## config.mk

```make
export PLATFORM = sky130hd
export DESIGN_NAME = argmax_tree
export DESIGN_NICKNAME = d
export VERILOG_FILES = /design/src/rtl/argmax_tree.sv
export SDC_FILE = /design/constraint.sdc
export NUM_CORES = 1
export LEC_CHECK = 0
export BUFFER_PORTS_ARGS = -buffer_cell sky130_fd_sc_hd__buf_2
export CORE_ASPECT_RATIO = 1.75
export CORE_MARGIN = 3
export CORE_UTILIZATION = 35
export CTS_CLUSTER_DIAMETER = 80
export DETAILED_ROUTE_END_ITERATION = 16
export GPL_TIMING_DRIVEN = 0
export PLACE_DENSITY = 0.55
export SYNTH_ARGS = -nofsm -noshare
export SYNTH_HDL_FRONTEND = slang
export SYNTH_SLANG_ARGS = --single-unit
```

## constraint.sdc

```tcl
create_clock -name clk -period 5 [get_ports clk]
set_input_delay 1 -clock clk [delete_from_list [all_inputs] [get_ports clk]]
set_output_delay 1 -clock clk [all_outputs]
set_load 0.03 [all_outputs]
```

## src/rtl/argmax_tree.sv

```systemverilog
// Pipelined max/min-with-index reduction tree with ready/valid backpressure.
// One registered compare level per stage; the odd trailing slot of a level is passed through.
module argmax_tree #(
  parameter int DATA_WIDTH  = 32,
  parameter int CHANNELS    = 4,
  parameter int SIGNED      = 1,
  parameter int INDEX_WIDTH = $clog2(CHANNELS)
) (
  input  logic                           clk,
  input  logic                           rst,
  input  logic [DATA_WIDTH*CHANNELS-1:0] i_data,
  input  logic                           i_min,
  input  logic                           i_valid,
  output logic                           i_ready,
  output logic [DATA_WIDTH-1:0]          o_data,
  output logic [INDEX_WIDTH-1:0]         o_index,
  output logic                           o_valid,
  input  logic                           o_ready
);

  localparam int LEVELS = $clog2(CHANNELS);

  function automatic int slots_at(input int lvl);
    int n;
    n = CHANNELS;
    for (int i = 0; i < lvl; i++) n = (n + 1) / 2;
    return n;
  endfunction

  // Upper slot must strictly beat the lower one, so ties keep the lower channel index.
  function automatic logic upper_wins(input logic [DATA_WIDTH-1:0] lo,
                                      input logic [DATA_WIDTH-1:0] hi,
                                      input logic                  find_min);
    logic gt;
    logic lt;
    if (SIGNED != 0) begin
      gt = $signed(hi) > $signed(lo);
      lt = $signed(hi) < $signed(lo);
    end else begin
      gt = hi > lo;
      lt = hi < lo;
    end
    return find_min ? lt : gt;
  endfunction

  logic advance;

  assign advance = o_ready || !o_valid;
  assign i_ready = advance;

  // Level 0 is the raw input vector; levels 1..LEVELS are the registered stages.
  for (genvar l = 0; l <= LEVELS; l++) begin : gen_lvl
    localparam int N = slots_at(l);

    logic [DATA_WIDTH-1:0]  val [N];
    logic [INDEX_WIDTH-1:0] idx [N];
    logic                   mode;
    logic                   valid;

    if (l == 0) begin : g_src
      assign mode  = i_min;
      assign valid = i_valid;
      for (genvar k = 0; k < N; k++) begin : g_ch
        assign val[k] = i_data[DATA_WIDTH*k +: DATA_WIDTH];
        assign idx[k] = INDEX_WIDTH'(k);
      end
    end else begin : g_stage
      localparam int NP = slots_at(l - 1);

      logic [DATA_WIDTH-1:0]  nxt_val [N];
      logic [INDEX_WIDTH-1:0] nxt_idx [N];

      for (genvar j = 0; j < N; j++) begin : g_slot
        if (2*j + 1 < NP) begin : g_cmp
          logic take_hi;
          assign take_hi    = upper_wins(gen_lvl[l-1].val[2*j], gen_lvl[l-1].val[2*j+1],
                                         gen_lvl[l-1].mode);
          assign nxt_val[j] = take_hi ? gen_lvl[l-1].val[2*j+1] : gen_lvl[l-1].val[2*j];
          assign nxt_idx[j] = take_hi ? gen_lvl[l-1].idx[2*j+1] : gen_lvl[l-1].idx[2*j];
        end else begin : g_pass
          assign nxt_val[j] = gen_lvl[l-1].val[2*j];
          assign nxt_idx[j] = gen_lvl[l-1].idx[2*j];
        end
      end

      // Global stall: every stage holds together, bubbles are never collapsed.
      always_ff @(posedge clk or posedge rst) begin
        if (rst) begin
          valid <= 1'b0;
          mode  <= 1'b0;
          for (int j = 0; j < N; j++) begin
            val[j] <= '0;
            idx[j] <= '0;
          end
        end else if (advance) begin
          valid <= gen_lvl[l-1].valid;
          mode  <= gen_lvl[l-1].mode;
          for (int j = 0; j < N; j++) begin
            val[j] <= nxt_val[j];
            idx[j] <= nxt_idx[j];
          end
        end
      end
    end
  end

  assign o_valid = gen_lvl[LEVELS].valid;
  assign o_data  = o_valid ? gen_lvl[LEVELS].val[0] : '0;
  assign o_index = o_valid ? gen_lvl[LEVELS].idx[0] : '0;

endmodule

```

==> flow_summary_export.csv <==
group,metric,value,unit
floorplan,start_util,0.361,
clocking,cts_tree,"done",
pwr,swShare,0.425,
clocking,cts_hold_buf,0,
synthesis,syn_nets,1147,
placement,routabilityCongestion,0.859,
pwr,ir_worst_vdd,0.184,mV
route,wl_met3,589,um
timing,finalClockSkew,13.6,ps
placement,port_buffers,168,
timing,relSlewSlack,0.566,
hold_path,min_path_type,"reg2reg",
clocking,cts-root-buf,"clkbuf_16",
route,drc,0,
route,wl_per_cell,18.5,um
pwr,clockPowerShare,0.192,
timing,hold_viol_final,0,
route,drt_pass1_iterations,4,
worst_setup_path,crit_fanout,10,
synthesis,ys_warn_count,0,
route,drtIter0Drc,314,
global_route,track_usage,0.213,
worst_setup_path,r2r_end,"gen_lvl[2].val[1]",
worst_setup_path,crit_arrival,2690,ps
global_route,grt_max_degree,65,
worst_setup_path,r2r_cells,12,
synthesis,synth_edf_count,0,
worst_setup_path,rrSetupSlack,1900,ps
clocking,cts.repair.resized,0,
pwr,power_frac_comb,0.456,
cells_and_area,finish.utilization,0.431,
synthesis,synthCells,918,
floorplan,num_io_pins,169,
timing,hold-worst-slack,463,ps
floorplan,die_y,204,um
clocking,cts_max_level,3,
clocking,cts.clk_slew.worst_paths,70,ps
route,wl,25800,um
worst_setup_path,r2r-start,"gen_lvl[1].val[45]",
route,antenna_left,0,
synthesis,ys_types,51,
clocking,post_cts_buffers,0,
timing,max_freq,271,MHz
cells_and_area,final_common_cell,"buf_2",
cells_and_area,final_cell_mix,"buf_2 (175), nand2_1 (150), dfrtp_1 (104)",
route,viasPerCell,5.15,
synthesis,yosys_register_bits,104,
clocking,cts-buffers-inserted,9,
synthesis,ys_seq_area_frac,0.332,
synthesis,ys.flop_type,"dfrtp_1",
route,wl_met2,14900,um
cells_and_area,fin_nets,1327,
global_route,grt_first_pass_wirelength,40100,um
route,met1_length,9450,um
worst_setup_path,start_kind,"primary input",
floorplan,core,21800,sq um
route,highest_layer,"met4",
worst_setup_path,critical_path_class,"in2out",
synthesis,synth_area,7850,sq um
placement,hpwl,21200,um
timing,setup_viol_count_final,0,
timing,slew_violations,0,
timing,post-route-min-period,3690,ps
worst_setup_path,end_kind,"primary output",
floorplan,dieArea,24300,sq um
hold_path,min-delay-start,"gen_lvl[1].valid",
worst_setup_path,required,4000,ps
pwr,leakage,4.81,nW
clocking,clk_latency,360,ps
timing,worstMarginPinSlew,651,ps
clocking,cts.sinks,104,
global_route,grt_pass1_vias,7508,
route,via_count,7186,
outcome,status,"complete, no violations",
pwr,cellInternalPower,0.00220,W
global_route,antenna_found_initial,0,
timing,rsz0062_at_grt,"no",
run,cap_violations,0,
cells_and_area,syn_to_final_growth,19.5,%
cells_and_area,antenna_cells,0,
synthesis,synth_async_sr_flop_share,1.00,
timing,finalCritPeriodShare,0.738,
synthesis,avgSynthCellArea,8.55,sq um
floorplan,fp.dieW,119,um
pwr,power.density,407,nW/um^2
floorplan,core.rowCount,71,
cells_and_area,drive_above_1_share,0.211,
clocking,clockBufferDepth,2,
hold_path,hold_path_end,"o_valid",
global_route,overflow,0,
hold_path,min_path_cells,1,
pwr,seq_power_share,0.352,
pwr,switchingPower,0.00162,W
-- registers in the layout (all words and copies together), names as in the netlist --
signal,cells
gen_lvl.idx,5
gen_lvl.mode,1
gen_lvl.val,96
gen_lvl.valid,1
o_valid,1
-- cell type report --
class / count / area (sq um)
Tap cell: 292 / 365
Buffer: 58 / 287
Sequential cell: 104 / 2600
Multi-Input combinational cell: 655 / 4580
Timing Repair Buffer: 169 / 868
Clock inverter: 6 / 68.8
Clock buffer: 9 / 225
Inverter: 101 / 382
Fill cell: 2261 / 12400
-- worst max-delay path: stages --
cell and delay (ps):
buf_2 70, nor2b_1 30, clkbuf_1 270, inv_2 130
clkbuf_1 480, clkbuf_1 400, buf_2 280
-- cells by family (layout without fill, tap and decap cells) --
logic type	count (synthesis)	after routing	share of synthesized area
adders and majority gates	96	96	0.153
and+or+nand+nor	337	337	0.211
DFF	104	104	0.332
AOI/OAI and AO/OA	186	186	0.173
xor gates and xnor gates	1	1	0.00112
buffers and inverters	159	343	0.0848
muxes	35	35	0.0459
-- per-stage QoR --
step / worst slack (ps) / cells / instance area [sq um] / setup TNS, ps / power, W
floorplan: 1270 / 918 / 7850 / 0 / 0.00255
global placement: -162 / 1378 / 9050 / -15570 / 0.00308
detailed placement: 1110 / 1379 / 9080 / 0 / 0.00311
CTS: 1290 / 1394 / 9380 / 0 / 0.00385
global route: 1160 / 1394 / 9380 / 0 / 0.00409
finish: 1310 / 1394 / 9380 / 0 / 0.00382
-- synth_stat cells, drive strengths merged, types with 13 or more instances --
master | instances | share of area
nor2 | 38 | 0.018
mux2i | 33 | 0.042
a21o | 17 | 0.016
buf | 14 | 0.015
nand2 | 150 | 0.072
dfrtp | 104 | 0.33
o211ai | 67 | 0.083
ha | 96 | 0.15
nand4 | 85 | 0.068
clkbuf | 44 | 0.021
a21oi | 71 | 0.046
o21ai | 13 | 0.0083
and2 | 36 | 0.029
inv | 101 | 0.048
-- power by group through the flow --
stage	clock network (W)	registers (W)	logic (W)
final	0.000732	0.00135	0.00174
after global routing	0.000772	0.00138	0.00194
after CTS	0.000742	0.00135	0.00176
after detailed placement	0	0.00137	0.00174
after global placement	0	0.00136	0.00172
after floorplan	0	0.00124	0.00130
-- worst max-delay path by stage --
stage                    start                 end  slack [ps]  depth (start not counted)
floorplan                  rst   gen_lvl[1].idx[0]        1270                          1
global placement           rst  gen_lvl[1].val[55]        -160                          2
detailed placement  i_data[91]  gen_lvl[1].val[15]        1110                         12
CTS                    o_ready             i_ready        1290                          7
global route           o_ready             i_ready        1160                          7
finish                 o_ready             i_ready        1310                          7
-- layer usage --
metal,track usage,vias to the layer above
met3,0.0199,45
met2,0.431,151
li1,-,3598
met1,0.221,3392
met4,0.0808,0
met5,0,-
Note: power is estimated with default switching activity, not from simulation.
